===== src/rtl/color_period_if.sv =====
// Colour-sensor period meter bus: raw pin and timebase in, averaged
// period with update strobe and timeout level out.
interface color_period_if #(
  parameter int W = 14
);
  logic         tick;
  logic         sig;
  logic [W-1:0] period;
  logic         valid;
  logic         timeout;

  modport master (
    output tick,
    output sig,
    input  period,
    input  valid,
    input  timeout
  );

  modport slave (
    input  tick,
    input  sig,
    output period,
    output valid,
    output timeout
  );
endinterface


===== src/rtl/color_period_meter.sv =====
// Measures the colour-sensor square-wave period in timebase ticks and
// averages 2^AVG_LOG2 periods for the downstream period-to-frequency divider.
module color_period_meter #(
  parameter int W         = 14,
  parameter int AVG_LOG2  = 2,
  parameter int MIN_TICKS = 2
) (
  input logic           clk,
  input logic           rst_n,
  color_period_if.slave bus
);

  localparam int AW = W + AVG_LOG2;

  localparam logic [W-1:0] TMAX = '1;
  localparam logic [W-1:0] TMIN = W'(MIN_TICKS);

  localparam logic [0:0] IDLE = 1'b0;
  localparam logic [0:0] MEAS = 1'b1;

  logic s1;
  logic s2;
  logic s3;
  logic rise;

  logic [0:0]          state;
  logic [W-1:0]        tcnt;
  logic [W-1:0]        cap;
  logic [AW-1:0]       acc;
  logic [AW-1:0]       acc_sum;
  logic [AVG_LOG2-1:0] n;

  logic sat;
  logic accept;
  logic last;

  logic [W-1:0] period_q;
  logic         valid_q;
  logic         timeout_q;

  always_ff @(posedge clk or negedge rst_n) begin
    if (!rst_n) begin
      s1 <= 1'b0;
      s2 <= 1'b0;
      s3 <= 1'b0;
    end else begin
      s1 <= bus.sig;
      s2 <= s1;
      s3 <= s2;
    end
  end

  // A tick coinciding with the edge belongs to the period being closed.
  always_comb begin
    rise    = s2 & ~s3;
    sat     = (tcnt == TMAX);
    cap     = tcnt;
    if (bus.tick && !sat) begin
      cap = tcnt + 1'b1;
    end
    accept  = rise && (cap >= TMIN);
    acc_sum = acc + {{AVG_LOG2{1'b0}}, cap};
    last    = (n == '1);
  end

  always_ff @(posedge clk or negedge rst_n) begin
    if (!rst_n) begin
      state     <= IDLE;
      tcnt      <= '0;
      acc       <= '0;
      n         <= '0;
      period_q  <= '0;
      valid_q   <= 1'b0;
      timeout_q <= 1'b0;
    end else begin
      valid_q <= 1'b0;
      unique case (state)
        IDLE: begin
          if (rise) begin
            tcnt  <= '0;
            acc   <= '0;
            n     <= '0;
            state <= MEAS;
          end else if (sat) begin
            period_q  <= TMAX;
            valid_q   <= 1'b1;
            timeout_q <= 1'b1;
            tcnt      <= '0;
          end else if (bus.tick && !timeout_q) begin
            // Once timed out, stay quiet until a real edge arrives.
            tcnt <= tcnt + 1'b1;
          end
        end
        MEAS: begin
          if (sat) begin
            period_q  <= TMAX;
            valid_q   <= 1'b1;
            timeout_q <= 1'b1;
            tcnt      <= '0;
            acc       <= '0;
            n         <= '0;
            state     <= IDLE;
          end else if (accept) begin
            tcnt <= '0;
            if (last) begin
              period_q  <= acc_sum[AW-1:AVG_LOG2];
              valid_q   <= 1'b1;
              timeout_q <= 1'b0;
              acc       <= '0;
              n         <= '0;
            end else begin
              acc <= acc_sum;
              n   <= n + 1'b1;
            end
          end else begin
            tcnt <= cap;
          end
        end
      endcase
    end
  end

  assign bus.period  = period_q;
  assign bus.valid   = valid_q;
  assign bus.timeout = timeout_q;

endmodule


===== src/flat_wrapper.sv =====
// flat-port wrapper written by rule: the top's interface ports become plain ports
module color_period_meter_flat 
#(
  parameter int W         = 14,
  parameter int AVG_LOG2  = 2,
  parameter int MIN_TICKS = 2
)
  (clk, rst_n, bus_tick, bus_sig, bus_period, bus_valid, bus_timeout);
  color_period_if #(.W(W)) bus_i ();
  input logic clk;
  input logic rst_n;
  input wire logic [$bits(bus_i.tick)-1:0] bus_tick;
  input wire logic [$bits(bus_i.sig)-1:0] bus_sig;
  output wire logic [$bits(bus_i.period)-1:0] bus_period;
  output wire logic [$bits(bus_i.valid)-1:0] bus_valid;
  output wire logic [$bits(bus_i.timeout)-1:0] bus_timeout;
  assign bus_i.tick = bus_tick;
  assign bus_i.sig = bus_sig;
  assign bus_period = bus_i.period;
  assign bus_valid = bus_i.valid;
  assign bus_timeout = bus_i.timeout;
  color_period_meter #(.W(W), .AVG_LOG2(AVG_LOG2), .MIN_TICKS(MIN_TICKS)) u_core (.clk(clk), .rst_n(rst_n), .bus(bus_i));
endmodule

===== config.mk =====
export PLATFORM = sky130hd
export DESIGN_NAME = color_period_meter_flat
export DESIGN_NICKNAME = d
export VERILOG_FILES = /design/src/rtl/color_period_if.sv /design/src/rtl/color_period_meter.sv /design/src/flat_wrapper.sv
export SDC_FILE = /design/constraint.sdc
export NUM_CORES = 1
export LEC_CHECK = 0
export CAP_MARGIN = 20
export CORE_ASPECT_RATIO = 1.1
export CORE_MARGIN = 5
export CORE_UTILIZATION = 60
export DETAILED_ROUTE_END_ITERATION = 10
export PLACE_DENSITY = 0.85
export SLEW_MARGIN = 20
export SYNTH_ARGS = -nofsm -noshare
export SYNTH_HDL_FRONTEND = slang
export SYNTH_SLANG_ARGS = --single-unit
export TNS_END_PERCENT = 10

===== constraint.sdc =====
create_clock -name clk -period 4.6 [get_ports clk]
set_input_delay 0.46 -clock clk [delete_from_list [all_inputs] [get_ports clk]]
set_output_delay 0.46 -clock clk [all_outputs]
set_load 0.005 [all_outputs]

# Word level (Yosys, flattened, before mapping)
# Cells that the tools add are included.
dict set report op_classes {
  add_sub_neg 3
  bitwise_logic 3
  n_reduce_logical 7
  order_cmp 1
  n_mux 38
  n_eq_ne 8
}
# op count
set op_table {}
lappend op_table {{14-bit two-way mux} 11}
lappend op_table {{16-bit two-way mux} 4}
lappend op_table {{14-bit case mux with 2 select lines} 2}
lappend op_table {{16-bit case mux with 2 select lines} 1}
lappend op_table {{16-bit by 14-bit adder with 16-bit output} 1}
lappend op_table {{14-bit by 1-bit adder with 14-bit output (second input constant)} 1}
lappend op_table {{14-bit equality test (second input constant)} 1}
lappend op_table {{14-bit by 2-bit greater-or-equal comparator with 1-bit output (second input constant)} 1}
lappend op_table {{1-bit two-way mux} 12}
lappend op_table {{2-bit two-way mux} 4}
lappend op_table {{3-bit != test (second input constant)} 2}
lappend op_table {{1-bit case mux with 2 select lines} 3}
lappend op_table {{2-bit by 1-bit != test with 1-bit output (second input constant)} 2}
lappend op_table {{4-bit by 1-bit != test with 1-bit output (second input constant)} 1}
lappend op_table {{2-bit case mux with 2 select lines} 1}
lappend op_table {{4-bit AND reduction} 1}
lappend op_table {{1-bit logical AND} 3}
lappend op_table {{2-bit by 1-bit adder with 2-bit output (second input constant)} 1}
lappend op_table {{2-bit equality test (second input constant)} 1}
lappend op_table {{1-bit logical NOT} 2}
lappend op_table {{2-bit != test (second input constant)} 1}
lappend op_table {{1-bit NOT} 2}
lappend op_table {{2-bit AND reduction} 1}
lappend op_table {{1-bit AND} 1}
dict set report totals {
  wordCells 70
  input_bits 4
  regBits 52
  out_inout_bits 16
}

# Logic depth before layout (Yosys ltp)
dict set report depth {
  word_depth 9
  mapped_depth 17
  mapped_depth_nobuf 15
}

# Worst setup path before layout
# Ideal clock, no wire load.
dict set report synth_timing {
  path_kind {register to register}
  from {register u_core.tcnt[0]}
  to {register u_core.period_q[10] (netlist: u_core.bus.period[10])}
  path_buffers 1
  required_time_ps 4536
  setup_time_ps 64
  path_slack_ps 812
  period_less_slack_ps 3788
  path_stages_with_launch 16
  t_arrival_ps 3724
  cell_sequence {dfrtp_1 > ha_1 > buf_4 > nand4_1 > o41ai_4 > nor3_1 > or2_2 > ha_1 > a21oi_1 > a21oi_1 > o221a_2 > o41ai_1 > o21ai_0 > or3_1 > a21oi_1 > a21o_1}
}
dict set report synth_between {
  elab_chain_len 9
}
# element line_no
set synth_lines {}
lappend synth_lines {{from (decl)} color_period_meter.sv:27} ;# logic [W-1:0] tcnt;
lappend synth_lines {{from (signal assigned)} color_period_meter.sv:91} ;# tcnt <= tcnt + 1'b1;
lappend synth_lines {{from (signal assigned)} color_period_meter.sv:116} ;# tcnt <= cap;
lappend synth_lines {{parallel branches: the longest is 9 deep, another holds 16-bit by 14-bit adder with 16-bit output} n/a}
lappend synth_lines {{to (signal assigned)} color_period_meter.sv:106} ;# period_q <= acc_sum[AW-1:AVG_LOG2];
lappend synth_lines {{to (decl)} color_period_meter.sv:37} ;# logic [W-1:0] period_q;
# Parallel ways; which one is timed is not known. The select of a mux whose other input is x is not followed.
# A chain may end at the register's enable or synchronous reset.

# Worst setup path after layout
dict set report layout_timing {
  from {register u_core.tcnt[1]}
  to {register u_core.acc[12]}
}
dict set report layout_between {
  elab_chain_len 9
}
# element line_no
set layout_lines {}
lappend layout_lines {{parallel branches: the longest is 9 deep, another holds 16-bit by 14-bit adder with 16-bit output} n/a}
lappend layout_lines {{to (signal assigned)} color_period_meter.sv:112} ;# acc <= acc_sum;
lappend layout_lines {{to (decl)} color_period_meter.sv:29} ;# logic [AW-1:0] acc;
# Parallel ways; which one is timed is not known. The select of a mux whose other input is x is not followed.

==> qor.log <==
INFO  die            area_of_the_placeable_core=6118um^2
INFO  yosys          synth-async-reset-ratio=100.0%
INFO  place          gp_routability_congestion=0.9614
INFO  cts            cts_num_sinks=52
INFO  cts            worst_setup_hold_path_clk_slew=0.10ns
INFO  yosys          postSynth.topFlopCell=dfrtp_1
INFO  critical_path  worst-r2r-setup-slack=0.38ns
INFO  cells_and_area post-route-util=66.75%
INFO  cts            tritoncts.num_buffers=5
INFO  global_route   grt_start_max_net_pins=53
INFO  place          port-buffer-count=19
INFO  hold_path      min-delay-path-class=in -> async
INFO  yosys          ys_seq_area_share=34.83%
INFO  yosys          post_synth_inst_count=395
INFO  critical_path  worstPathMaxFanout=9
INFO  cts            cts.root.buffer_cell=clkbuf_8
INFO  die            design.die.area=7906um^2
INFO  cts            clock_insertion_delay_worst_skew=0.31ns
INFO  yosys          mappedNetlistNets=420
INFO  yosys          synth_enable_flop_cells=0
INFO  critical_path  cpMaxStageDelayCell=o41ai_4
INFO  critical_path  path_delay_family=compound AO/OA/AOI/OAI gates
INFO  cells_and_area layout.cell_area.non_filler=4084um^2
INFO  global_route   grt_antenna_before_repair=0
INFO  power_and_ir_drop power_per_cell_area=411.0nW/um^2
INFO  route          viasPerCell=6.366
INFO  sta            relSlewSlack=27.87%
INFO  sta            hold_ws=0.2610ns
INFO  place          placed_area=3948um^2
INFO  route          vias=3094
INFO  critical_path  critical_path.cell_chain=ha_1, nand4_1, o41ai_4, nor3_1, or2_2, ha_1, a21oi_1, a21oi_1, o221a_2, o41ai_2, o21ai_0, or3_1, nor2_1, mux2_4
INFO  global_route   grt_util_all_layers=23.62%
INFO  cts            cts_tree=built
INFO  critical_path  required=4.85ns
INFO  route          drc=0
INFO  critical_path  worstSetupStartpointType=flop
INFO  outcome        run_status=finished, final reports clean
INFO  sta            min_period_over_period=91.69%
INFO  sta            slew_viol_final=0
INFO  route          drt-met1-wl=4.043mm
INFO  die            die_width=85.24um
INFO  critical_path  critPathBufInv=0
INFO  sta            grt_setup_unrepaired=no
INFO  sta            timing_worst_slew_pin_value=1.078ns
INFO  die            initial_utilization=61.06%
INFO  critical_path  cp-end-kind=flop
INFO  sta            timing_hold_violations_final=0
INFO  cts            cts_hold_repair.buffers=0
INFO  yosys          yosysWarningCount=0
INFO  global_route   globalRoute.totalOverflow=0
INFO  cells_and_area area_overhead_vs_synth=9.310%
INFO  route          met3WireLength=489um
INFO  sta            fmax=0.2371GHz
INFO  job            drv.max_cap_violation_count=0
INFO  route          routed_wl=8.935mm
INFO  sta            setup-violations-final=0
INFO  cts            cts_setup_buffers=0
INFO  yosys          synth.avg_cell_area=9.458um^2
INFO  route          drt_iter0_drc=261
INFO  route          dr_wl_met2=4.238mm
INFO  critical_path  critical_path_arrival=4.47ns
INFO  cells_and_area finalNetCount=431
INFO  place          hpwl=6.500mm
INFO  route          first_pass_iters=5
INFO  route          antenna_violating_nets_post_route=0
INFO  yosys          synthesis.area=3736um^2
INFO  cts            clock_tree.buffer_depth=2
INFO  sta            finalCriticalPeriod=4.218ns
INFO  global_route   global_route_wire_length_before_repair=15.10mm
INFO  power_and_ir_drop power.total=1.679mW
INFO  sta            fin_worst_skew=0.01233ns
INFO  critical_path  setup.worst_path.class=reg -> reg
INFO  cts            ctsHtreeMaxLevel=2
INFO  die            fp.dieH=92.76um
INFO  route          detail_route.wl_per_cell=18.38um
INFO  route          top_metal_used=met4
INFO  yosys          synth_cell_types=60
INFO  critical_path  cpPeakStageDelay=0.45ns
INFO  power_and_ir_drop total_leakage_power=1.944nW
INFO  sta            final.setup.tns=0ns
INFO  die            rows=30
INFO  cells_and_area antenna-diode-count=0
INFO  power_and_ir_drop worst_ir_drop_vdd=0.0002754V
INFO  cells_and_area drive_above_1_share=12.32%
INFO  global_route   number_of_global_route_vias_before_repair=2984
INFO  die            io-pin-count=20
INFO  yosys          synth-seq-cells=52
## cells in the mapped netlist, drive strengths merged (4+ instances only)
library cell | count | area share [%]
a211oi | 5 | 1.0
a21o | 14 | 2.8
a21oi | 37 | 5.1
a31oi | 12 | 2.0
a41oi | 8 | 2.4
and3 | 4 | 0.67
and4 | 5 | 1.2
buf | 16 | 3.2
clkbuf | 8 | 0.80
dfrtp | 52 | 35
ha | 20 | 6.7
inv | 14 | 1.4
mux2 | 12 | 4.4
nand2 | 29 | 3.1
nand2b | 4 | 0.67
nand3 | 13 | 1.7
nand4 | 6 | 2.0
nor2 | 32 | 3.2
nor3 | 12 | 1.7
nor4 | 4 | 1.2
o21a | 5 | 1.0
o21ai | 16 | 2.4
o41ai | 6 | 1.9
or2 | 4 | 0.67
xnor2 | 17 | 4.0
xor2 | 8 | 1.9
## final cells by class
| class | instances | area [um^2] |
|---|---|---|
| inverter | 14 | 52.55 |
| multi-input combinational | 305 | 2248 |
| fill | 491 | 2034 |
| clock inverter | 2 | 60.06 |
| clock buffer | 5 | 68.82 |
| timing repair buffer | 28 | 252.7 |
| sequential | 52 | 1301 |
| tap | 80 | 100.1 |
## flip-flops by register name (all words and copies together) (netlist names), 2 cells and up
| name | count |
|---|---|
| u_core.acc | 16 |
| u_core.bus.period | 14 |
| u_core.tcnt | 14 |
| u_core.n | 2 |
## per-stage QoR
stage,setup slack (ns),std cells
global route,0.1107,486
CTS,0.2512,486
floorplan,0.8119,395
detailed placement,0.3001,479
finish,0.3821,486
global placement,0.4628,479
## path summary, 6_finish.rpt
| check | start | endpoint | cells after the start |
|---|---|---|---|
| worst max-delay path | u_core.tcnt[1]$_DFFE_PN0P_ | u_core.acc[12]$_DFFE_PN0P_ | 14 |
| worst min-delay path | rst_n | u_core.tcnt[13]$_DFFE_PN0P_ | 2 |
| worst max register to register | u_core.tcnt[1]$_DFFE_PN0P_ | u_core.acc[12]$_DFFE_PN0P_ | 14 |
| worst min register to register | u_core.s1$_DFF_PN0_ | u_core.s2$_DFF_PN0_ | 0 |
| max in group asynchronous | rst_n | u_core.tcnt[12]$_DFFE_PN0P_ | 2 |
| min in group clk | u_core.s1$_DFF_PN0_ | u_core.s2$_DFF_PN0_ | 0 |
## what timing repair did
action	in CTS	in global routing
resized for setup	0	1
endpoints found under the hold margin	0	0
endpoints found under the setup margin	0	3
## where the power goes
part	switching [mW]	total, mW	leakage, nW	internal [mW]
sequential	0.0641	0.619	0.698	0.555
clock	0.155	0.369	0.0642	0.214
combinational	0.374	0.690	1.18	0.317
total	0.593	1.68	1.94	1.09
## kinds of logic after synthesis
| group | synth area share, % |
|---|---|
| simple gates | 18.25 |
| buf+inv | 5.392 |
| flops | 34.83 |
| mux | 5.224 |
| fa+ha+maj | 7.234 |
| compound gates | 23.21 |
| xor+xnor | 5.861 |
## layout by cell type, fill, tap and decap left out, types with 5 or more instances in the layout
cell type | Yosys | final
dfrtp_1 | 52 | 52
a21oi_1 | 36 | 36
nor2_1 | 32 | 32
nand2_1 | 28 | 28
ha_1 | 20 | 20
clkdlybuf4s50_1 | 0 | 18
xnor2_1 | 17 | 17
o21ai_0 | 15 | 15
inv_1 | 14 | 14
a21o_1 | 14 | 14
nand3_1 | 13 | 13
a31oi_1 | 12 | 12
nor3_1 | 11 | 11
buf_4 | 3 | 9
xor2_1 | 8 | 8
mux2_4 | 8 | 8
a41oi_1 | 7 | 6
o21a_1 | 5 | 5
a211oi_1 | 5 | 5
clkbuf_8 | 0 | 5
## metal layers
metal,GRT usage [%],vias to the layer above
met1,33.62,1502
met5,0,-
met3,3.559,16
met4,7.256,0
li1,-,1472
met2,36.98,104
Power figures use the tool's default switching activity.
